===== src/rtl/framebuffer_dram_arbiter_if.sv =====
// framebuffer_dram_arbiter_if: requester-side and memory-controller-side signals of framebuffer_dram_arbiter
interface framebuffer_dram_arbiter_if #(
  parameter int ADDR_W = 27,
  parameter int DATA_W = 128,
  parameter int MAX_OUTSTANDING = 4
);
  logic rd_req_valid;
  logic [ADDR_W-1:0] rd_req_addr;
  logic rd_urgent;
  logic rd_req_ready;
  logic wr_req_valid;
  logic [ADDR_W-1:0] wr_req_addr;
  logic wr_req_ready;
  logic [DATA_W-1:0] wr_data;
  logic wr_data_valid;
  logic wr_data_last;
  logic wr_data_ready;
  logic mem_cmd_valid;
  logic mem_cmd_write;
  logic [ADDR_W-1:0] mem_cmd_addr;
  logic mem_cmd_ready;
  logic [DATA_W-1:0] mem_wdata;
  logic mem_wdata_valid;
  logic mem_wdata_last;
  logic mem_wdata_ready;
  logic mem_rdata_valid;
  logic mem_rdata_last;
  logic [$clog2(MAX_OUTSTANDING+1)-1:0] rd_outstanding;
  logic err_wlast;
  modport slave (
    input rd_req_valid, rd_req_addr, rd_urgent, wr_req_valid, wr_req_addr, wr_data, wr_data_valid,
          wr_data_last, mem_cmd_ready, mem_wdata_ready, mem_rdata_valid, mem_rdata_last,
    output rd_req_ready, wr_req_ready, wr_data_ready, mem_cmd_valid, mem_cmd_write, mem_cmd_addr,
           mem_wdata, mem_wdata_valid, mem_wdata_last, rd_outstanding, err_wlast
  );
  modport master (
    output rd_req_valid, rd_req_addr, rd_urgent, wr_req_valid, wr_req_addr, wr_data, wr_data_valid,
           wr_data_last, mem_cmd_ready, mem_wdata_ready, mem_rdata_valid, mem_rdata_last,
    input rd_req_ready, wr_req_ready, wr_data_ready, mem_cmd_valid, mem_cmd_write, mem_cmd_addr,
          mem_wdata, mem_wdata_valid, mem_wdata_last, rd_outstanding, err_wlast
  );
endinterface


===== src/rtl/framebuffer_dram_arbiter.sv =====
// framebuffer_dram_arbiter: shares one DRAM burst port between display reads and write-back writes.
// Define FB_ARB_PERF_EN to add saturating perf counters (perf_rd_bursts, perf_wr_bursts, perf_urgent_wait).
module framebuffer_dram_arbiter #(
  parameter int ADDR_W = 27,
  parameter int DATA_W = 128,
  parameter int BURST_LEN = 8,
  parameter int MAX_OUTSTANDING = 4,
  parameter int STARVE_LIMIT = 4
) (
  input logic clk,
  input logic rst_n,
  framebuffer_dram_arbiter_if.slave bus
`ifdef FB_ARB_PERF_EN
  ,
  output logic [31:0] perf_rd_bursts,
  output logic [31:0] perf_wr_bursts,
  output logic [31:0] perf_urgent_wait
`endif
);
  typedef enum logic [1:0] {IDLE, CMD, WDATA} state_t;
  localparam int OW = $clog2(MAX_OUTSTANDING+1);
  localparam int BW = $clog2(BURST_LEN);
  localparam int SW = $clog2(STARVE_LIMIT+1);
  localparam logic [OW-1:0] MAX_OUT = OW'(MAX_OUTSTANDING);
  localparam logic [BW-1:0] LAST_BEAT = BW'(BURST_LEN-1);
  localparam logic [SW-1:0] STARVE_MAX = SW'(STARVE_LIMIT);
  state_t state, next_state;
  logic [ADDR_W-1:0] cmd_addr;
  logic cmd_write;
  logic [SW-1:0] starve_cnt;
  logic [BW-1:0] beat_cnt;
  logic [OW-1:0] outstanding;
  logic err;
  logic idle, credit, grant_rd, grant_wr, cmd_hs, beat_hs, last_beat, rd_inc, rd_dec;
  // rst_n gates arbitration so no ready pulses escape while reset is held
  always_comb begin
    idle = rst_n && state == IDLE;
    credit = outstanding < MAX_OUT;
    grant_rd = idle && bus.rd_req_valid && credit &&
               (bus.rd_urgent || !(bus.wr_req_valid && starve_cnt >= STARVE_MAX));
    grant_wr = idle && bus.wr_req_valid && !grant_rd;
    cmd_hs = state == CMD && bus.mem_cmd_ready;
    beat_hs = state == WDATA && bus.wr_data_valid && bus.mem_wdata_ready;
    last_beat = state == WDATA && beat_cnt == LAST_BEAT;
    rd_inc = cmd_hs && !cmd_write;
    rd_dec = bus.mem_rdata_valid && bus.mem_rdata_last && outstanding != '0;
    next_state = (grant_rd || grant_wr) ? CMD :
                 cmd_hs ? (cmd_write ? WDATA : IDLE) :
                 (beat_hs && last_beat) ? IDLE : state;
    bus.rd_req_ready = grant_rd;
    bus.wr_req_ready = grant_wr;
    bus.mem_cmd_valid = state == CMD;
    bus.mem_cmd_write = cmd_write;
    bus.mem_cmd_addr = cmd_addr;
    bus.mem_wdata = state == WDATA ? bus.wr_data : {DATA_W{1'b0}};
    bus.mem_wdata_valid = state == WDATA && bus.wr_data_valid;
    bus.wr_data_ready = state == WDATA && bus.mem_wdata_ready;
    bus.mem_wdata_last = last_beat;
    bus.rd_outstanding = outstanding;
    bus.err_wlast = err;
  end
  always_ff @(posedge clk or negedge rst_n) begin
    if (!rst_n) begin
      state <= IDLE;
      cmd_addr <= '0;
      cmd_write <= 1'b0;
      starve_cnt <= '0;
      beat_cnt <= '0;
      outstanding <= '0;
      err <= 1'b0;
    end else begin
      state <= next_state;
      if (grant_rd || grant_wr) begin
        cmd_addr <= grant_rd ? bus.rd_req_addr : bus.wr_req_addr;
        cmd_write <= grant_wr;
      end
      if (grant_wr) starve_cnt <= '0;
      else if (grant_rd && bus.wr_req_valid && starve_cnt < STARVE_MAX) starve_cnt <= starve_cnt + SW'(1);
      if (cmd_hs) beat_cnt <= '0;
      else if (beat_hs) beat_cnt <= beat_cnt + BW'(1);
      if (rd_inc != rd_dec) outstanding <= rd_inc ? outstanding + OW'(1) : outstanding - OW'(1);
      if (beat_hs && bus.wr_data_last != last_beat) err <= 1'b1;
    end
  end
`ifdef FB_ARB_PERF_EN
  always_ff @(posedge clk or negedge rst_n) begin
    if (!rst_n) begin
      perf_rd_bursts <= '0;
      perf_wr_bursts <= '0;
      perf_urgent_wait <= '0;
    end else begin
      if (rd_inc && perf_rd_bursts != '1) perf_rd_bursts <= perf_rd_bursts + 32'd1;
      if (cmd_hs && cmd_write && perf_wr_bursts != '1) perf_wr_bursts <= perf_wr_bursts + 32'd1;
      if (bus.rd_urgent && bus.rd_req_valid && !grant_rd && perf_urgent_wait != '1)
        perf_urgent_wait <= perf_urgent_wait + 32'd1;
    end
  end
`endif
endmodule


===== src/flat_wrapper.sv =====
// flat-port wrapper written by rule: the top's interface ports become plain ports
module framebuffer_dram_arbiter_flat 
#(
  parameter int ADDR_W = 27,
  parameter int DATA_W = 128,
  parameter int BURST_LEN = 8,
  parameter int MAX_OUTSTANDING = 4,
  parameter int STARVE_LIMIT = 4
)
  (clk, rst_n, bus_rd_req_valid, bus_rd_req_addr, bus_rd_urgent, bus_wr_req_valid, bus_wr_req_addr, bus_wr_data, bus_wr_data_valid, bus_wr_data_last, bus_mem_cmd_ready, bus_mem_wdata_ready, bus_mem_rdata_valid, bus_mem_rdata_last, bus_rd_req_ready, bus_wr_req_ready, bus_wr_data_ready, bus_mem_cmd_valid, bus_mem_cmd_write, bus_mem_cmd_addr, bus_mem_wdata, bus_mem_wdata_valid, bus_mem_wdata_last, bus_rd_outstanding, bus_err_wlast);
  framebuffer_dram_arbiter_if #(.ADDR_W(ADDR_W), .DATA_W(DATA_W), .MAX_OUTSTANDING(MAX_OUTSTANDING)) bus_i ();
  input logic clk;
  input logic rst_n;
  input wire logic [$bits(bus_i.rd_req_valid)-1:0] bus_rd_req_valid;
  input wire logic [$bits(bus_i.rd_req_addr)-1:0] bus_rd_req_addr;
  input wire logic [$bits(bus_i.rd_urgent)-1:0] bus_rd_urgent;
  input wire logic [$bits(bus_i.wr_req_valid)-1:0] bus_wr_req_valid;
  input wire logic [$bits(bus_i.wr_req_addr)-1:0] bus_wr_req_addr;
  input wire logic [$bits(bus_i.wr_data)-1:0] bus_wr_data;
  input wire logic [$bits(bus_i.wr_data_valid)-1:0] bus_wr_data_valid;
  input wire logic [$bits(bus_i.wr_data_last)-1:0] bus_wr_data_last;
  input wire logic [$bits(bus_i.mem_cmd_ready)-1:0] bus_mem_cmd_ready;
  input wire logic [$bits(bus_i.mem_wdata_ready)-1:0] bus_mem_wdata_ready;
  input wire logic [$bits(bus_i.mem_rdata_valid)-1:0] bus_mem_rdata_valid;
  input wire logic [$bits(bus_i.mem_rdata_last)-1:0] bus_mem_rdata_last;
  output wire logic [$bits(bus_i.rd_req_ready)-1:0] bus_rd_req_ready;
  output wire logic [$bits(bus_i.wr_req_ready)-1:0] bus_wr_req_ready;
  output wire logic [$bits(bus_i.wr_data_ready)-1:0] bus_wr_data_ready;
  output wire logic [$bits(bus_i.mem_cmd_valid)-1:0] bus_mem_cmd_valid;
  output wire logic [$bits(bus_i.mem_cmd_write)-1:0] bus_mem_cmd_write;
  output wire logic [$bits(bus_i.mem_cmd_addr)-1:0] bus_mem_cmd_addr;
  output wire logic [$bits(bus_i.mem_wdata)-1:0] bus_mem_wdata;
  output wire logic [$bits(bus_i.mem_wdata_valid)-1:0] bus_mem_wdata_valid;
  output wire logic [$bits(bus_i.mem_wdata_last)-1:0] bus_mem_wdata_last;
  output wire logic [$bits(bus_i.rd_outstanding)-1:0] bus_rd_outstanding;
  output wire logic [$bits(bus_i.err_wlast)-1:0] bus_err_wlast;
  assign bus_i.rd_req_valid = bus_rd_req_valid;
  assign bus_i.rd_req_addr = bus_rd_req_addr;
  assign bus_i.rd_urgent = bus_rd_urgent;
  assign bus_i.wr_req_valid = bus_wr_req_valid;
  assign bus_i.wr_req_addr = bus_wr_req_addr;
  assign bus_i.wr_data = bus_wr_data;
  assign bus_i.wr_data_valid = bus_wr_data_valid;
  assign bus_i.wr_data_last = bus_wr_data_last;
  assign bus_i.mem_cmd_ready = bus_mem_cmd_ready;
  assign bus_i.mem_wdata_ready = bus_mem_wdata_ready;
  assign bus_i.mem_rdata_valid = bus_mem_rdata_valid;
  assign bus_i.mem_rdata_last = bus_mem_rdata_last;
  assign bus_rd_req_ready = bus_i.rd_req_ready;
  assign bus_wr_req_ready = bus_i.wr_req_ready;
  assign bus_wr_data_ready = bus_i.wr_data_ready;
  assign bus_mem_cmd_valid = bus_i.mem_cmd_valid;
  assign bus_mem_cmd_write = bus_i.mem_cmd_write;
  assign bus_mem_cmd_addr = bus_i.mem_cmd_addr;
  assign bus_mem_wdata = bus_i.mem_wdata;
  assign bus_mem_wdata_valid = bus_i.mem_wdata_valid;
  assign bus_mem_wdata_last = bus_i.mem_wdata_last;
  assign bus_rd_outstanding = bus_i.rd_outstanding;
  assign bus_err_wlast = bus_i.err_wlast;
  framebuffer_dram_arbiter #(.ADDR_W(ADDR_W), .DATA_W(DATA_W), .BURST_LEN(BURST_LEN), .MAX_OUTSTANDING(MAX_OUTSTANDING), .STARVE_LIMIT(STARVE_LIMIT)) u_core (.clk(clk), .rst_n(rst_n), .bus(bus_i));
endmodule

===== config.mk =====
export PLATFORM = sky130hd
export DESIGN_NAME = framebuffer_dram_arbiter_flat
export DESIGN_NICKNAME = d
export VERILOG_FILES = /design/src/rtl/framebuffer_dram_arbiter_if.sv /design/src/rtl/framebuffer_dram_arbiter.sv /design/src/flat_wrapper.sv
export SDC_FILE = /design/constraint.sdc
export NUM_CORES = 1
export LEC_CHECK = 0
export BUFFER_PORTS_ARGS = -buffer_cell sky130_fd_sc_hd__buf_4
export CORE_AREA = 4 4 137 139
export DETAILED_ROUTE_END_ITERATION = 6
export DIE_AREA = 0 0 141 143
export SLEW_MARGIN = 10
export SYNTH_ARGS = -nofsm -noshare
export SYNTH_HDL_FRONTEND = slang
export SYNTH_SLANG_ARGS = --single-unit

===== constraint.sdc =====
create_clock -name clk -period 3.4 [get_ports clk]
set_input_delay 0.85 -clock clk [delete_from_list [all_inputs] [get_ports clk]]
set_output_delay 0.85 -clock clk [all_outputs]
set_load 0.03 [all_outputs]

==> results.yml <==
synthesis:
  syn_area_mm2: 0.003039
  synth_common_cells: "and2_1, dfrtp_1, mux2_2"
  syn-num-nets: 500
  synth_cell_type_count: 34
  yosys_warnings: 0
  ys_seq_elements: 40
  synth_top_area_share_pct: 32.94
  yosysSeqAreaShare_pct: 32.94
  async_reset_ff_share_pct: 100.0
  synthFlopType: "dfrtp_1"
  synthCells: 303
  synth_top_cell_by_area: "dfrtp_1"
  syn_avg_cell_area_um2: 10.03
  yosysMostFrequentCell: "and2_1"
  synth-edff-count: 0
  synthTopCellsByArea: "dfrtp_1, and2_1, mux2_2"
timing:
  slew_headroom_pct: 55.54
  post-route-min-period_ns: 2.666
  fin_setup_tns_ns: 0
  drv_slew: 0
  rsz0062_at_grt: "no"
  skew_ns: 0.002483
  final_hold_viol_count: 0
  tightest_slew_ns: 0.6654
  fin_crit_sh_pct: 78.40
  timing.fmax_ghz: 0.3751
  setup_viol: 0
layout:
  nNetsFinal: 847
  drive_gt1_share_pct: 66.51
  final_area_mm2: 0.006102
  area_growth_pct: 100.8
  fill_cells: 1882
route:
  antenna_left: 0
  vias: 3425
  routedWlPerCell_um: 17.43
  drc_errors: 0
  vias_per_cell: 3.888
  routed_wirelength_um: 15360
  first_pass_iters: 4
  drt-initial-drc-count: 103
floorplan:
  initial_core_util_pct: 17.21
  die_h_um: 143
  coreArea_mm2: 0.01766
  num_rows: 49
  dieArea_mm2: 0.02016
  fp.dieW_um: 141
  io_pins: 359
place:
  post_dp_cell_area_mm2: 0.005951
  gp_congestion: 0.7859
  portBuffers: 358
  place_hpwl_um: 13260
critical_path:
  cp_cell_sequence: "nor2b_4 > buf_12 > and2_1 > buf_4"
  cp-start-kind: "flop"
  path_max_fanout: 130
  arrival_ns: 1.82
  crit_buf_inv: 2
  worst_ep_required_time_ns: 2.55
  slowest_stage: "dfrtp_1"
  path_delay_family: "flip-flops"
  endpoint_kind: "primary output"
  cp_slowest_stage_delay_ns: 0.54
  crit_type: "flop to primary output"
power:
  pwr-share-comb_pct: 69.5
  p_clk_share_pct: 10.7
  p_sw_mw: 2.064
  leakage_nw: 3.265
  pwr-share-seq_pct: 19.7
  ir_worst_vdd_uv: 425.2
  p_sw_share_pct: 46.37
  p_int_mw: 2.388
  power_density_mw_per_mm2: 729.7
global_routing:
  grt_overflow: 0
  grt_pass1_wl_um: 21270
  track_usage_pct: 13.88
  grt_max_degree: 131
  grt_pass1_vias: 3492
  antenna_found_initial: 1
clock_tree:
  ctsHoldBuffers: 0
  clk-insertion-delay-late_ns: 0.28
  tritoncts: "built"
  cts_buffers: 5
  cts_resized: 0
  cts-root-buf: "clkbuf_16"
  post-cts-setup-buffer-count: 0
  cts.clk_slew.worst_paths_ns: 0.06
  cts_sinks: 40
  cts_max_path_buffers: 2
  htree_levels: 2
job:
  drv_cap: 0
status:
  status: "finished clean"
hold_path:
  hold_path_class: "primary input to async pin"
## power groups by stage
stage / combinational (mW) / clock, mW / sequential (mW)
2_1_floorplan: 1.60 / 0 / 1.23
3_3_place_gp: 3.12 / 0 / 0.885
3_5_place_dp: 3.14 / 0 / 0.890
4_1_cts: 3.14 / 0.496 / 0.886
5_1_grt: 3.29 / 0.517 / 0.920
6_report: 3.10 / 0.479 / 0.878
## through the flow
stage	utilization (%)	hold slack, ns	power (mW)	setup WS [ns]	std cells
2_1_floorplan	-	0.4699	2.833	0.8317	303
3_3_place_gp	33.70	0.4698	4.008	0.7974	872
3_5_place_dp	33.70	0.4663	4.028	0.7889	872
4_1_cts	34.55	0.4215	4.523	0.7054	880
5_1_grt	34.56	0.4213	4.729	0.5940	881
6_report	34.56	0.4203	4.453	0.7344	881
## area by class of cell
cell class | count | area [µm²] | share of cell area [%]
timing repair buffer | 362 | 2730 | 44.74
antenna | 1 | 2.502 | 0.04101
clock inverter | 2 | 10.01 | 0.1640
multi-input combinational | 237 | 1918 | 31.43
tap | 229 | 286.5 | 4.696
clock buffer | 6 | 138.9 | 2.276
sequential | 40 | 1001 | 16.40
inverter | 4 | 15.01 | 0.2461
## layout by cell type, fill, tap and decap left out, types with 2 or more instances in the layout
cell type / count
nand2_1: 3
mux2_2: 40
a21oi_1: 6
dfrtp_1: 40
o21ai_0: 2
buf_4: 361
ha_1: 3
a22o_1: 3
xnor2_1: 2
inv_1: 3
o21a_1: 3
clkinv_2: 2
nor2b_1: 2
nand3_1: 3
and4bb_2: 2
mux2i_1: 2
nand3b_1: 2
nor2_1: 3
nor3_1: 2
mux2_4: 16
and2_1: 131
clkbuf_16: 5
## flip-flops by register name, indices dropped and copies added, names as in the netlist
register / count
u_core.bus.mem_cmd_addr: 27
u_core.beat_cnt: 3
u_core.bus.rd_outstanding: 3
u_core.starve_cnt: 3
u_core.state: 2
u_core.bus.err_wlast: 1
u_core.bus.mem_cmd_write: 1
## layer usage
layer,vias to the layer above,track usage [%],share of wire (%)
li1,1689,-,-
met1,1546,15.86,37
met2,178,24.60,51
met3,12,5.023,10
met4,0,3.672,1.3
met5,-,0,0
## kinds of logic after synthesis
kind of cell,after synthesis,synth area share (%)
mux,59,24.13
buf+inv,26,4.199
fa+ha+maj,4,1.894
compound gates,19,4.159
simple gates,153,32.11
xor+xnor,2,0.5765
flops,40,32.94
## final timing paths
check	from	end	slack [ns]	cells after the start
worst max-delay path	u_core.state[1]$_DFFE_PN0P_	bus_mem_wdata[6]	0.73	4
worst min-delay path	rst_n	u_core.starve_cnt[0]$_DFFE_PN0P_	0.42	1
worst max register to register	u_core.state[1]$_DFFE_PN0P_	u_core.bus.mem_cmd_addr[11]$_DFFE_PN0P_	1.31	3
worst min register to register	u_core.bus.err_wlast$_DFFE_PN0P_	u_core.bus.err_wlast$_DFFE_PN0P_	0.48	1
max in group asynchronous	rst_n	u_core.bus.mem_cmd_addr[26]$_DFFE_PN0P_	2.33	2
min in group clk	u_core.bus.err_wlast$_DFFE_PN0P_	u_core.bus.err_wlast$_DFFE_PN0P_	0.48	1
(Power assumes the default switching activity.)
